==> config.mk <==
export PLATFORM = sky130hd
export DESIGN_NAME = sram_lsu_flat
export DESIGN_NICKNAME = d
export VERILOG_FILES = /design/src/rtl/sram_lsu_pkg.sv /design/src/rtl/sram_lsu_if.sv /design/src/rtl/sram_lsu_lane_align.sv /design/src/rtl/sram_lsu.sv /design/src/flat_wrapper.sv
export SDC_FILE = /design/constraint.sdc
export NUM_CORES = 1
export LEC_CHECK = 0
export CAP_MARGIN = 20
export CORE_UTILIZATION = 45
export DETAILED_ROUTE_END_ITERATION = 12
export PLACE_DENSITY_LB_ADDON = 0.12
export SLEW_MARGIN = 5
export SYNTH_ARGS = -nofsm -noshare
export SYNTH_HDL_FRONTEND = slang
export SYNTH_HIERARCHICAL = 1
export SYNTH_SLANG_ARGS = --single-unit
export TNS_END_PERCENT = 50
==> constraint.sdc <==
create_clock -name clk -period 2.2 [get_ports clk]
set_clock_uncertainty 0.15 [all_clocks]
set_input_delay 0.44 -clock clk [delete_from_list [all_inputs] [get_ports clk]]
set_output_delay 0.44 -clock clk [all_outputs]
set_load 0.005 [all_outputs]
==> src/rtl/sram_lsu_pkg.sv <==
// Shared constants and request-control struct for the SRAM load/store unit.
package lsu_pkg;
  localparam logic [2:0] S_IDLE  = 3'd0;
  localparam logic [2:0] S_READ  = 3'd1;
  localparam logic [2:0] S_WAIT  = 3'd2;
  localparam logic [2:0] S_WRITE = 3'd3;
  localparam logic [2:0] S_RESP  = 3'd4;

  localparam logic [1:0] SZ_BYTE = 2'b00;
  localparam logic [1:0] SZ_HALF = 2'b01;
  localparam logic [1:0] SZ_WORD = 2'b10;

  typedef struct packed {
    logic       we;
    logic [1:0] size;
    logic       uns;
    logic       err;
  } req_ctl_t;
endpackage

==> src/rtl/sram_lsu_if.sv <==
// CPU request/response channel plus SRAM bus, bundled for the load/store unit.
interface sram_lsu_if #(parameter int ADDR = 8, parameter int WIDTH = 32) ();
  logic             req_valid;
  logic             req_ready;
  logic             req_we;
  logic [1:0]       req_size;
  logic             req_unsigned;
  logic [ADDR+1:0]  req_addr;
  logic [WIDTH-1:0] req_wdata;
  logic             resp_valid;
  logic             resp_ready;
  logic [WIDTH-1:0] resp_rdata;
  logic             resp_err;
  logic             mem_cs;
  logic             mem_we;
  logic [ADDR-1:0]  mem_addr;
  logic [WIDTH-1:0] mem_wdata;
  logic [WIDTH-1:0] mem_rdata;

  modport master (
    output req_valid, req_we, req_size, req_unsigned, req_addr, req_wdata, resp_ready, mem_rdata,
    input  req_ready, resp_valid, resp_rdata, resp_err, mem_cs, mem_we, mem_addr, mem_wdata
  );
  modport slave (
    input  req_valid, req_we, req_size, req_unsigned, req_addr, req_wdata, resp_ready, mem_rdata,
    output req_ready, resp_valid, resp_rdata, resp_err, mem_cs, mem_we, mem_addr, mem_wdata
  );
endinterface

==> src/rtl/sram_lsu_lane_align.sv <==
// Byte-lane steering: load extract/extend and sub-word store merge into a read word.
module lsu_lane_align import lsu_pkg::*; #(
  parameter int WIDTH = 32
) (
  input  logic [WIDTH-1:0] rword_i,
  input  logic [WIDTH-1:0] wdata_i,
  input  logic [1:0]       off_i,
  input  logic [1:0]       size_i,
  input  logic             uns_i,
  output logic [WIDTH-1:0] ld_data_o,
  output logic [WIDTH-1:0] st_word_o
);
  localparam int NUM_LANES = WIDTH / 8;

  logic [WIDTH-1:0]     shr;
  logic [WIDTH-1:0]     shl;
  logic [NUM_LANES-1:0] be;

  assign shr = rword_i >> {off_i, 3'b000};
  assign shl = wdata_i << {off_i, 3'b000};

  always_comb begin
    ld_data_o = shr;
    be        = '1;
    case (size_i)
      SZ_BYTE: begin
        ld_data_o = {{(WIDTH-8){shr[7] & ~uns_i}}, shr[7:0]};
        be        = {{(NUM_LANES-1){1'b0}}, 1'b1} << off_i;
      end
      SZ_HALF: begin
        ld_data_o = {{(WIDTH-16){shr[15] & ~uns_i}}, shr[15:0]};
        be        = {{(NUM_LANES-2){1'b0}}, 2'b11} << off_i;
      end
      default: ;
    endcase
  end

  for (genvar i = 0; i < NUM_LANES; i++) begin : g_lane
    assign st_word_o[8*i +: 8] = be[i] ? shl[8*i +: 8] : rword_i[8*i +: 8];
  end
endmodule

==> src/rtl/sram_lsu.sv <==
// Load/store initiator for a single-port SRAM without byte enables.
// LSU_ALIGN_CHECK_EN: flag misaligned/illegal requests instead of force-aligning them.
module sram_lsu import lsu_pkg::*; #(
  parameter int ADDR  = 8,
  parameter int WIDTH = 32
) (
  input  logic       clk,
  input  logic       rst,
  sram_lsu_if.slave  bus_io
);
  logic [2:0]       state_q, state_d;
  req_ctl_t         ctl_q, ctl_d;
  logic [ADDR+1:0]  addr_q, addr_d;
  logic [WIDTH-1:0] wdata_q, wdata_d;
  logic [WIDTH-1:0] rdata_q, rdata_d;
  logic [1:0]       size_n;
  logic [ADDR+1:0]  addr_n;
  logic             err_n;
  logic [WIDTH-1:0] ld_data, st_word;

  always_comb begin
    size_n = bus_io.req_size;
    addr_n = bus_io.req_addr;
    err_n  = 1'b0;
`ifdef LSU_ALIGN_CHECK_EN
    err_n = (bus_io.req_size == 2'b11) ||
            (bus_io.req_size == SZ_HALF && bus_io.req_addr[0]) ||
            (bus_io.req_size == SZ_WORD && bus_io.req_addr[1:0] != 2'b00);
`else
    if (size_n == 2'b11) size_n = SZ_WORD;
    if (size_n == SZ_HALF) addr_n[0] = 1'b0;
    if (size_n == SZ_WORD) addr_n[1:0] = 2'b00;
`endif
  end

  lsu_lane_align #(.WIDTH(WIDTH)) u_align (
    .rword_i   (bus_io.mem_rdata),
    .wdata_i   (wdata_q),
    .off_i     (addr_q[1:0]),
    .size_i    (ctl_q.size),
    .uns_i     (ctl_q.uns),
    .ld_data_o (ld_data),
    .st_word_o (st_word)
  );

  // wdata_q holds the store data until WAIT, then the merged word for WRITE
  always_comb begin
    state_d = state_q;
    ctl_d   = ctl_q;
    addr_d  = addr_q;
    wdata_d = wdata_q;
    rdata_d = rdata_q;
    case (state_q)
      S_IDLE: if (bus_io.req_valid) begin
        ctl_d   = '{we: bus_io.req_we, size: size_n, uns: bus_io.req_unsigned, err: err_n};
        addr_d  = addr_n;
        wdata_d = bus_io.req_wdata;
        rdata_d = '0;
        if (err_n)                                   state_d = S_RESP;
        else if (bus_io.req_we && size_n == SZ_WORD) state_d = S_WRITE;
        else                                         state_d = S_READ;
      end
      S_READ:  state_d = S_WAIT;
      S_WAIT: begin
        if (ctl_q.we) begin
          wdata_d = st_word;
          state_d = S_WRITE;
        end else begin
          rdata_d = ld_data;
          state_d = S_RESP;
        end
      end
      S_WRITE: state_d = S_RESP;
      S_RESP:  if (bus_io.resp_ready) state_d = S_IDLE;
      default: state_d = S_IDLE;
    endcase
  end

  always_ff @(posedge clk) begin
    if (rst) begin
      state_q <= S_IDLE;
      ctl_q   <= '0;
      addr_q  <= '0;
      wdata_q <= '0;
      rdata_q <= '0;
    end else begin
      state_q <= state_d;
      ctl_q   <= ctl_d;
      addr_q  <= addr_d;
      wdata_q <= wdata_d;
      rdata_q <= rdata_d;
    end
  end

  assign bus_io.req_ready  = (state_q == S_IDLE);
  assign bus_io.resp_valid = (state_q == S_RESP);
  assign bus_io.resp_rdata = rdata_q;
  assign bus_io.resp_err   = ctl_q.err;
  // rst gates the strobes so a reset taken in WRITE never reaches the array
  assign bus_io.mem_cs     = ((state_q == S_READ) || (state_q == S_WRITE)) && !rst;
  assign bus_io.mem_we     = (state_q == S_WRITE) && !rst;
  assign bus_io.mem_addr   = addr_q[ADDR+1:2];
  assign bus_io.mem_wdata  = wdata_q;
endmodule

==> src/flat_wrapper.sv <==
// flat-port wrapper written by rule: the top's interface ports become plain ports
module sram_lsu_flat import lsu_pkg::*;
#(
  parameter int ADDR  = 8,
  parameter int WIDTH = 32
)
  (clk, rst, bus_io_req_valid, bus_io_req_we, bus_io_req_size, bus_io_req_unsigned, bus_io_req_addr, bus_io_req_wdata, bus_io_resp_ready, bus_io_mem_rdata, bus_io_req_ready, bus_io_resp_valid, bus_io_resp_rdata, bus_io_resp_err, bus_io_mem_cs, bus_io_mem_we, bus_io_mem_addr, bus_io_mem_wdata);
  sram_lsu_if #(.ADDR(ADDR), .WIDTH(WIDTH)) bus_io_i ();
  input  logic clk;
  input  logic rst;
  input wire logic [$bits(bus_io_i.req_valid)-1:0] bus_io_req_valid;
  input wire logic [$bits(bus_io_i.req_we)-1:0] bus_io_req_we;
  input wire logic [$bits(bus_io_i.req_size)-1:0] bus_io_req_size;
  input wire logic [$bits(bus_io_i.req_unsigned)-1:0] bus_io_req_unsigned;
  input wire logic [$bits(bus_io_i.req_addr)-1:0] bus_io_req_addr;
  input wire logic [$bits(bus_io_i.req_wdata)-1:0] bus_io_req_wdata;
  input wire logic [$bits(bus_io_i.resp_ready)-1:0] bus_io_resp_ready;
  input wire logic [$bits(bus_io_i.mem_rdata)-1:0] bus_io_mem_rdata;
  output wire logic [$bits(bus_io_i.req_ready)-1:0] bus_io_req_ready;
  output wire logic [$bits(bus_io_i.resp_valid)-1:0] bus_io_resp_valid;
  output wire logic [$bits(bus_io_i.resp_rdata)-1:0] bus_io_resp_rdata;
  output wire logic [$bits(bus_io_i.resp_err)-1:0] bus_io_resp_err;
  output wire logic [$bits(bus_io_i.mem_cs)-1:0] bus_io_mem_cs;
  output wire logic [$bits(bus_io_i.mem_we)-1:0] bus_io_mem_we;
  output wire logic [$bits(bus_io_i.mem_addr)-1:0] bus_io_mem_addr;
  output wire logic [$bits(bus_io_i.mem_wdata)-1:0] bus_io_mem_wdata;
  assign bus_io_i.req_valid = bus_io_req_valid;
  assign bus_io_i.req_we = bus_io_req_we;
  assign bus_io_i.req_size = bus_io_req_size;
  assign bus_io_i.req_unsigned = bus_io_req_unsigned;
  assign bus_io_i.req_addr = bus_io_req_addr;
  assign bus_io_i.req_wdata = bus_io_req_wdata;
  assign bus_io_i.resp_ready = bus_io_resp_ready;
  assign bus_io_i.mem_rdata = bus_io_mem_rdata;
  assign bus_io_req_ready = bus_io_i.req_ready;
  assign bus_io_resp_valid = bus_io_i.resp_valid;
  assign bus_io_resp_rdata = bus_io_i.resp_rdata;
  assign bus_io_resp_err = bus_io_i.resp_err;
  assign bus_io_mem_cs = bus_io_i.mem_cs;
  assign bus_io_mem_we = bus_io_i.mem_we;
  assign bus_io_mem_addr = bus_io_i.mem_addr;
  assign bus_io_mem_wdata = bus_io_i.mem_wdata;
  sram_lsu #(.ADDR(ADDR), .WIDTH(WIDTH)) u_core (.clk(clk), .rst(rst), .bus_io(bus_io_i));
endmodule
==> results.md, run 1 <==
- The period utilization is 0.985.
- The worst register-to-register path has a setup slack of 130 ps.
- The number of CTS-inserted buffers is 9.
- The number of antenna violations at the first check in global routing is 0.
- The total congestion overflow is 0.
- The area added between synthesis and finish is 39.4%.
- Once layout is complete, the utilization of the core stands at 0.645.
- The routed design has 16,800 µm of wire.
- At the pin with the least slew margin, the transition time is 567 ps.
- Clock tree synthesis selected as its root buffer the cell clkbuf_8.
- The reported max-cap violation count is 0.
- TritonCTS built the clock tree.
- The number of placed instances, taps included, is 838.
- STA classifies the critical path startpoint as a flop.
- After detailed routing, the number of vias per cell comes to 6.06.
- The number of nets in the synthesized netlist is 650.
- The count of nets left with antenna violations once routing finished came out at 0.
- The number of standard cells in the final layout excluding fillers is 854.
- The die covers 11,600 µm².
- In this run, the number of DRC markers left after iteration 0 of detailed routing was 390.
- The number of setup violations in the final report is 0.
- For this design the ratio of total power to cell area is 615 nW/µm².
- The total count of hold-check failures in the final report was 0.
- The count of different cell masters after synthesis is 47.
- For this design the top-level I/O count stands at 159.
- The critical path is of the flop to output port type.
- Subtracting the final worst setup slack from the clock period gives 2170 ps.
- In this run, synthesis produced a sequential element count of 81.
- 0 antenna diodes ended up in the layout.
- The number of pins exceeding their max-slew limit in the final report is 0.
- The region available for standard cell placement spans 10,900 µm².
- The synthesized area per cell is 8.87 µm².
- The die is 108 µm wide.
- The kind of capture point of the worst setup path is an output port.
- Based on the critical path, the design can be clocked at up to 461 MHz.
- The leakage power of the design is 2.66 nW.
- The final weighted congestion of routability-driven global placement is 0.870.
- The count of clock tree sinks is 81.
- After synthesis the cells add up to 5040 µm².
- Entering global routing, the biggest net connects 66 pins.
- The final net count is 791.
- The detailed-router iteration count before antenna repair is 5.
- For this run, asynchronously set or reset flops after synthesis account for 0.
- The worst path arrival time is 1580 ps.
- The die is 108 µm tall.
- The sum of net half-perimeters after detailed placement is 12,200 µm.
- The flow ran to the end, and the final reports show no timing, DRC or antenna violations.
- Yosys mapped a number of flops with a built-in enable equal to 0.
- CTS built an H-tree with a depth of 3.
- In the routed design, unresolved DRC markers number 0.
- The maximum vdd ir drop is 341 µV.
- The first global-routing pass estimated 25,300 µm of wire.
- The later pin in the worst-skew pair is clocked with a latency of 370 ps.
- The via total after detailed routing is 5,172.
- After routing, the total negative slack on setup checks comes to 0 ps.
- The via count of the first global-routing pass is 4,725.
- The final routed wire length divided by cell count is 19.7 µm.
- The initial cell density of the core is 0.463.
- In this run the tightest slew margin relative to its limit is 0.622.
- Of the cells placed in the final design, the portion with a size suffix greater than 1 is 0.192.
- The register clock-pin slew on the reported worst setup and hold paths is 80 ps.
- Port buffering added 157 buffers.
- The floorplan row count is 38.
- The most used flip-flop cell after synthesis is dfxtp_1.
- Setup repair after global routing could not meet its margin everywhere.
- During synthesis, Yosys emitted a total of 6 warnings.
- The share of the yosys chip area belonging to registers is 0.322.
- Counting the fill cells in the layout gives 930.
- In the global route stage, overall resource usage came out at 0.286.
- The setup fix buffers added after clock tree synthesis is 0.
- The worst min-delay path category is flop to flop.
- The critical path data required time is 1610 ps.
- Of all nets on the critical path, the largest fanout is 8.
- Synthesis produced a netlist whose cell count is 568.
- The clock passes through at most 2 buffers.
==> cells in the final DEF (no fill, tap or decap), types with 2 or more instances in the layout <==
| master | n |
|---|---|
| clkdlybuf4s50_1 | 156 |
| nor2_1 | 30 |
| a211oi_1 | 39 |
| a32o_2 | 30 |
| o21ai_0 | 16 |
| nand3b_1 | 2 |
| nor2b_1 | 10 |
| nand3_1 | 2 |
| mux2i_1 | 47 |
| a31oi_1 | 9 |
| nand2b_1 | 9 |
| nor4b_2 | 2 |
| a21oi_1 | 53 |
| inv_1 | 4 |
| buf_4 | 34 |
| clkbuf_8 | 14 |
| o2bb2ai_1 | 44 |
| nand2_1 | 52 |
| mux4_2 | 2 |
| a21oi_2 | 3 |
| mux2_2 | 18 |
| o22ai_1 | 12 |
| a32o_1 | 2 |
| dfxtp_4 | 2 |
| dfxtp_1 | 78 |
| buf_12 | 6 |
| or2_2 | 11 |
| nor3b_2 | 2 |
==> critical path: stages (launching register included) <==
cell and delay [ps]:
dfxtp_4 400, and3_4 190, and2_1 120, clkdlybuf4s50_1 490
==> layer usage <==
metal	global-route usage	routed length [µm]
met1	0.401	7500
met2	0.442	7700
met3	0.0478	1330
met4	0.0978	264
met5	0	0
==> report_power, final <==
group / switching [mW] / leakage [nW] / total (mW) / internal [mW]
Sequential: 0.123 / 0.665 / 1.71 / 1.58
Clock: 0.553 / 0.116 / 1.23 / 0.681
Combinational: 0.649 / 1.88 / 1.38 / 0.730
==> synthesized netlist by cell type, types with 2 or more instances <==
master	number	area share
nor2_1	32	0.024
buf_2	19	0.019
mux4_2	2	0.0089
mux2_2	18	0.040
o2bb2ai_1	44	0.076
nand2b_1	9	0.011
nor4b_2	2	0.0060
inv_1	4	0.0030
a31oi_1	9	0.011
buf_1	3	0.0022
nand2_1	52	0.039
a21oi_2	2	0.0035
nand3_1	2	0.0020
clkbuf_1	22	0.016
a32o_2	30	0.067
o21ai_0	16	0.016
or2_2	11	0.014
a32o_1	2	0.0040
mux2i_1	47	0.093
nand3b_1	2	0.0030
a211oi_1	39	0.058
a21oi_1	54	0.054
buf_6	9	0.020
nor2b_1	11	0.014
dlygate4sd1_1	2	0.0035
buf_4	12	0.018
o22ai_1	12	0.015
dfxtp_1	81	0.32
and3_1	2	0.0025
==> kinds of logic (layout without fill, tap and decap cells) <==
family          count (synthesis)  after routing  synth area share
compound gates                214            214             0.320
buf+inv                        74            220            0.0859
flops                          81             81             0.322
mux                            67             67             0.143
other cells                     1              1          0.000744
simple gates                  131            131             0.129
==> through the flow <==
step,setup slack [ps],hold WS (ps),cell area [µm²],total power [mW]
global placement,-276,292,6770,3.06
global route,-19.5,327,7020,4.50
detailed placement,-306,298,6770,3.09
floorplan,177,287,5040,2.46
CTS,-6.62,309,7000,4.31
finish,32.9,306,7020,4.32
==> timing repair <==
action / CTS / global route
gates resized for setup: 2 / 7
cloned: 0 / 0
endpoints found under the setup margin: 2 / 19
hold buffers: 0 / 0
==> area by class of cell <==
class | count | area [µm²] | share of cell area
Timing Repair Buffer | 198 | 1950 | 0.278
Sequential cell | 81 | 1630 | 0.232
Clock inverter | 1 | 30.0 | 0.00428
Clock buffer | 15 | 196 | 0.0280
Multi-Input combinational cell | 413 | 3010 | 0.429
Inverter | 6 | 22.5 | 0.00321
Tap cell | 140 | 175 | 0.0249
==> worst paths after layout <==
check | start | to | depth (start not counted)
worst max-delay path | u_core/state_q[0] | bus_io_mem_we | 3
worst min-delay path | u_core/addr_q[4] | u_core/addr_q[4] | 2
worst max register to register | u_core/addr_q[1] | u_core/bus_io.resp_rdata[18] | 5
worst min register to register | u_core/addr_q[4] | u_core/addr_q[4] | 2
==> state kept, by name, indices dropped and copies added, names as in the netlist <==
| name | count |
|---|---|
| u_core/bus_io.resp_rdata | 32 |
| u_core/ctl_q | 4 |
| u_core/addr_q | 10 |
| u_core/state_q | 3 |
| u_core/bus_io.mem_wdata | 32 |
Note: power is estimated with default switching activity, not from simulation.
==> run 2: changes to the inputs <==
ABC_CLOCK_PERIOD_IN_PS = 1930   (was unset)
CORE_UTILIZATION = 43   (was 45)
clock period = 1.93 ns   (was 2.2 ns; I/O delays follow)
==> results.md, run 2 (synthesis gave the netlist of run 1 again) <==
- Result of the run: finished, violations left (was completed).
- The checks that failed: setup timing.
- Commonest cells after routing, fill and taps aside: clkdlybuf4s50_1, dfxtp_1, a21oi_1 (unchanged).
- The final weighted congestion of routability-driven global placement is 0.902 (was 0.870).
- In the finished design, the share of the clock period the worst path needs comes to 1.04.
- The number of antenna violations at the first check in global routing is 0 (unchanged).
- The clock tree from TritonCTS is built (unchanged).
- The sum of net half-perimeters after detailed placement is 12,600 µm (was 12,200 µm).
- The worst min-delay path category is flop to flop (unchanged).
- The number of cells in the design after placement is 856 (was 838).
- The instance area after placement came to 6890 µm² (was 6770 µm²).
- The number of hold buffers added after CTS was 0 (unchanged).
- The register clock-pin slew on the reported worst setup and hold paths is 60 ps (was 80 ps).
- The buffer cell driving the clock tree root is clkbuf_16 (was clkbuf_8).
- The worst path arrival time is 2100 ps (was 1580 ps).
- The via total after detailed routing is 5,299 (was 5,172).
- The maximum fanout count along the critical path was 8 (unchanged).
- The final setup slack of the worst path is -84.7 ps (was 32.9 ps).
- The worst slew slack as a fraction of its limit is 0.624 (was 0.622).
- The maximum vdd ir drop was 506 µV (was 341 µV).
- The starting DRC count in detailed routing was 446 (was 390).
- The post-route DRC violation count came to 0 (unchanged).
- The latest clock arrival within the worst-skew pair is 340 ps (was 370 ps).
- The wire length of the first global-routing pass is 26,200 µm (was 25,300 µm).
- The highest attainable clock frequency is 496 MHz.
- The full die area is 12,200 µm² (was 11,600 µm²).
- The port buffer count is 157 (unchanged).
- The post-route standard cell area excluding fillers came to 7450 µm² (was 7020 µm²).
- The maximum number of pins on one net before global-route repair is 66 (unchanged).
- The sum of negative setup slack was -935 ps (was 0 ps).
- The cell depth of the worst min-delay path was 2 (unchanged).
- The number of pins exceeding their max-slew limit in the final report is 0 (unchanged).
- RSZ-0062 raised after global routing: true (unchanged).
- The height of the die is 110 µm (was 108 µm).
- The leakage power of the design is 2.89 nW (was 2.66 nW).
- The cell count of the worst reg-to-reg path was 5 (unchanged).
- The floorplan row count is 39 (was 38).
- The maximum clock path buffer count is 2 (unchanged).
- The ratio of cells with drive above 1 in the final layout was 0.248 (was 0.192).
- The reported max-cap violation count is 0 (unchanged).
- The transition time of the tightest slew-check pin is 564 ps (was 567 ps).
- The startpoint type of the worst setup path is a flop (unchanged).
- The total congestion overflow is 0 (unchanged).
- The most common cell after layout, fill and taps aside was clkdlybuf4s50_1 (unchanged).
- The number of standard cells in the final layout excluding fillers is 874 (was 854).
- The final routed wire length divided by cell count is 20.1 µm (was 19.7 µm).
- The wire length after detailed routing is 17,600 µm (was 16,800 µm).
- The number of inserted diodes is 0 (unchanged).
- The path type of the worst setup path is flop to flop (was flop to output port).
- The count of clock tree sinks is 81 (unchanged).
- The count of boundary I/O pins came to 159 (unchanged).
- The number of setup violations in the final report is 18 (was 0).
- The final net count was 808 (was 791).
- The kind of capture point of the worst setup path is a flop (was output port).
- The deepest level of the CTS H-tree is 3 (unchanged).
- The number of CTS-inserted buffers is 9 (unchanged).
- The sum of internal, switching and leakage power is 5.53 mW (was 4.32 mW).
- The worst path in the final design needs a cycle of 2010 ps, including I/O delays and setup.
- The overall track demand over capacity in global routing is 0.286 (about the same).
- The critical path data required time is 2010 ps (was 1610 ps).
- The via count of the first global-routing pass is 4,800 (was 4,725).
- The power density relative to cell area came to 742 nW/µm² (was 615 nW/µm²).
- The detailed-route vias per instance was 6.06 (about the same).
- The post-route antenna net violation count is 0 (unchanged).
- The initial cell density of the core is 0.441 (was 0.463).
- The area added between synthesis and finish came to 48.0% (was 39.4%).
- The detailed-router iteration count before antenna repair is 7 (was 5).
- The total count of hold-check failures in the final report was 0 (unchanged).
- The die extent in x is 110 µm (was 108 µm).
- The placeable core region was 11,400 µm² (was 10,900 µm²).
==> run 2: changes by cell type in the layout (fill, tap and decap cells not counted), moves of 8 or more <==
| cell | before | now |
|---|---|---|
| o21ai_0 | 16 | 8 |
| clkdlybuf4s50_1 | 156 | 148 |
| clkbuf_16 | 0 | 9 |
| buf_4 | 34 | 44 |
| clkbuf_8 | 14 | 1 |
==> run 2: final cells by class <==
cell class              instances  area (µm²)
multi-input cells             413        3190
well taps                     143         179
clock buffers                  10         239
fillers                       962        3960
repair buffers                215        2100
flip-flops and latches         81        1630
inverters                       6        22.5
clock inverters                 6        88.8
==> run 2: worst max-delay path: stages (launching register included) <==
cell      delay [ps]
dfxtp_4          360
mux4_2           540
a221oi_4         340
buf_6            200
o22ai_1           90
a32o_2           240
==> run 2: where the power goes <==
part	leakage [nW]	internal (mW)	switching (mW)
combinational	2.07	0.899	0.783
sequential	0.667	1.81	0.156
clock	0.155	1.17	0.716
==> run 2: worst paths after layout <==
check             slack [ps]                      endpoint        startpoint
setup reg to reg         -80  u_core/bus_io.resp_rdata[17]  u_core/addr_q[1]
setup / recovery         -80  u_core/bus_io.resp_rdata[17]  u_core/addr_q[1]
hold / removal           310              u_core/addr_q[2]  u_core/addr_q[2]
hold reg to reg          310              u_core/addr_q[2]  u_core/addr_q[2]
==> run 2: metal layers <==
metal,track usage,vias up,share of wire
met5,0,-,0
met4,0.103,0,0.026
met3,0.0494,25,0.081
met2,0.452,257,0.46
met1,0.390,2561,0.43
li1,-,2456,-
==> run 2: per-stage QoR <==
stage                util  hold WS (ps)  setup slack [ps]
finish              0.653           307             -84.7
global route        0.653           327              -143
CTS                 0.640           307              -141
detailed placement  0.603           301              -633
global placement    0.603           292              -579
floorplan               -           287             -30.1
==> run 2: what timing repair did <==
action | 4_1_cts | 5_1_grt
endpoints found under the setup margin | 41 | 52
buffers inserted | 2 | 1
pin swaps | 15 | 9
resized for setup | 29 | 42
gates cloned | 1 | 0
==> run 3: changes to the inputs <==
ABC_CLOCK_PERIOD_IN_PS = 1900   (was 1930)
CELL_PAD_IN_SITES_DETAIL_PLACEMENT = 1   (was unset)
CELL_PAD_IN_SITES_GLOBAL_PLACEMENT = 1   (was unset)
CORE_UTILIZATION = 35   (was 43)
RECOVER_POWER = 50   (was unset)
clock period = 1.9 ns   (was 1.93 ns; I/O delays follow)
==> results.md, run 3 (synthesis gave the netlist of run 1 again) <==
- The port buffer count was 157 (unchanged).
- The sum of net half-perimeters after detailed placement is 14,400 µm (was 12,600 µm).
- The floorplan row count is 43 (was 39).
- The leakage power of the design is 2.95 nW (was 2.89 nW).
- The period utilization is 1.06 (was 1.04).
- The transition time of the tightest slew-check pin is 548 ps (was 564 ps).
- The starting DRC count in detailed routing is 294 (was 446).
- The buffer cell driving the clock tree root is clkbuf_16 (unchanged).
- The minimum period implied by the final worst setup slack is 2020 ps (was 2010 ps).
- The power density relative to cell area is 719 nW/µm² (was 742 nW/µm²).
- The maximum number of pins on one net before global-route repair is 66 (unchanged).
- The via count of the first global-routing pass is 5,343 (was 4,800).
- The number of CTS-inserted buffers is 9 (unchanged).
- The total count of hold-check failures in the final report is 0 (unchanged).
- The wire length of the first global-routing pass is 30,300 µm (was 26,200 µm).
- The placeable core region is 14,000 µm² (was 11,400 µm²).
- The worst min-delay path category was primary input to flop (was flop to flop).
- The path type of the worst setup path is flop to flop (unchanged).
- The final weighted congestion of routability-driven global placement came to 0.850 (was 0.902).
- The final routed wire length divided by cell count is 21.5 µm (was 20.1 µm).
- The post-route antenna net violation count is 0 (unchanged).
- The worst path arrival time is 2110 ps (was 2100 ps).
- The number of setup violations in the final report is 25 (was 18).
- Result of the run: finished, violations left (unchanged).
- The critical path data required time is 1990 ps (was 2010 ps).
- The wire length after detailed routing is 19,600 µm (was 17,600 µm).
- The critical-path cell with the highest stage delay was mux4_2 (unchanged).
- The final setup slack of the worst path is -117 ps (was -84.7 ps).
- The maximum fanout count along the critical path is 8 (unchanged).
- The overall track demand over capacity in global routing was 0.269 (was 0.286).
- The via total after detailed routing is 5,215 (was 5,299).
- The maximum clock path buffer count is 2 (unchanged).
- The reported max-cap violation count is 0 (unchanged).
- The startpoint type of the worst setup path was a flop (unchanged).
- Violated checks: setup timing (unchanged).
- The maximum vdd ir drop is 496 µV (was 506 µV).
- RSZ-0062 raised after global routing: true (unchanged).
- The sum of negative setup slack is -1850 ps (was -935 ps).
- The number of pins exceeding their max-slew limit in the final report came to 0 (unchanged).
- The ratio of cells with drive above 1 in the final layout is 0.248 (about the same).
- The die extent in x is 122 µm (was 110 µm).
- The number of inserted diodes is 0 (unchanged).
- The height of the die is 122 µm (was 110 µm).
- The clock tree from TritonCTS is built (unchanged).
- The latest clock arrival within the worst-skew pair is 350 ps (was 340 ps).
- The initial cell density of the core is 0.360 (was 0.441).
- The highest attainable clock frequency was 496 MHz (about the same).
- The number of antenna violations at the first check in global routing is 0 (unchanged).
- The detailed-route vias per instance is 5.70 (was 6.06).
- The kind of capture point of the worst setup path is a flop (unchanged).
- The count of clock tree sinks was 81 (unchanged).
- Crit path cell chain: mux4_2 -> a221oi_4 -> buf_6 -> o21ai_1 -> a32o_2 (was mux4_2 -> a221oi_4 -> buf_6 -> o22ai_1 -> a32o_2).
- The worst slew slack as a fraction of its limit was 0.635 (was 0.624).
- The final net count is 812 (was 808).
- The sum of internal, switching and leakage power is 5.38 mW (was 5.53 mW).
- The full die area is 14,900 µm² (was 12,200 µm²).
- Commonest cells after routing, fill and taps aside: clkdlybuf4s50_1, dfxtp_1, a21oi_1 (unchanged).
- The area added between synthesis and finish is 48.3% (was 48.0%).
- The deepest level of the CTS H-tree is 3 (unchanged).
- The register clock-pin slew on the reported worst setup and hold paths is 60 ps (about the same).
- The longest individual stage delay on the worst path is 530 ps (was 540 ps).
- The post-route DRC violation count is 0 (unchanged).
- The count of boundary I/O pins was 159 (unchanged).
- The total congestion overflow was 0 (unchanged).
- The most common cell after layout, fill and taps aside is clkdlybuf4s50_1 (unchanged).
- The detailed-router iteration count before antenna repair is 4 (was 7).
[run 3: repair_timing]
action | in CTS | in global routing
endpoints found under the setup margin | 47 | 63
hold buffers | 0 | 0
buffers inserted | 4 | 1
cloned | 1 | 1
pin swaps | 16 | 3
gates resized for setup | 31 | 33
[run 3: cell type report]
class	count	area, µm²
Sequential cell	81	1650
Fill cell	1610	6520
Timing Repair Buffer	219	2170
Clock inverter	2	12.5
Tap cell	180	225
Multi-Input combinational cell	413	3130
Inverter	6	22.5
Clock buffer	14	264
[run 3: where the power goes]
part	switching [mW]	internal, mW	leakage, nW	total (mW)
logic	0.806	0.897	2.14	1.70
clock network	0.708	0.956	0.133	1.66
registers	0.169	1.84	0.669	2.01
total	1.68	3.69	2.95	5.38
[run 3: path summary, 6_finish.rpt]
path	startpoint	end	slack [ps]	depth (start not counted)
setup / recovery	u_core/addr_q[1]	u_core/bus_io.resp_rdata[25]	-120	5
hold / removal	rst	u_core/state_q[1]	300	5
setup reg to reg	u_core/addr_q[1]	u_core/bus_io.resp_rdata[25]	-120	5
hold reg to reg	u_core/addr_q[8]	u_core/addr_q[8]	310	2
[run 3: per-stage QoR]
stage	instance area [µm²]	util	hold slack [ps]	setup slack, ps	cells
finish	7470	0.534	300	-117	915
global route	7470	0.534	317	-184	915
detailed placement	7010	0.501	306	-629	894
floorplan	5060	-	287	-57.9	568
global placement	7010	0.501	291	-568	894
CTS	7390	0.528	293	-177	915
[run 3: worst max-delay path: cells and delay by family (launching register included)]
family | cells | cell delay (ps)
multiplexers | 1 | 530
AO/OA/AOI/OAI | 3 | 660
buffers and inverters | 1 | 190
flip-flops | 1 | 380
[run 3: layer usage]
layer  wire (µm)  global-route usage
met5           0                   0
met3        1040              0.0318
met2        9190               0.418
met1        8670               0.366
met4         733               0.138
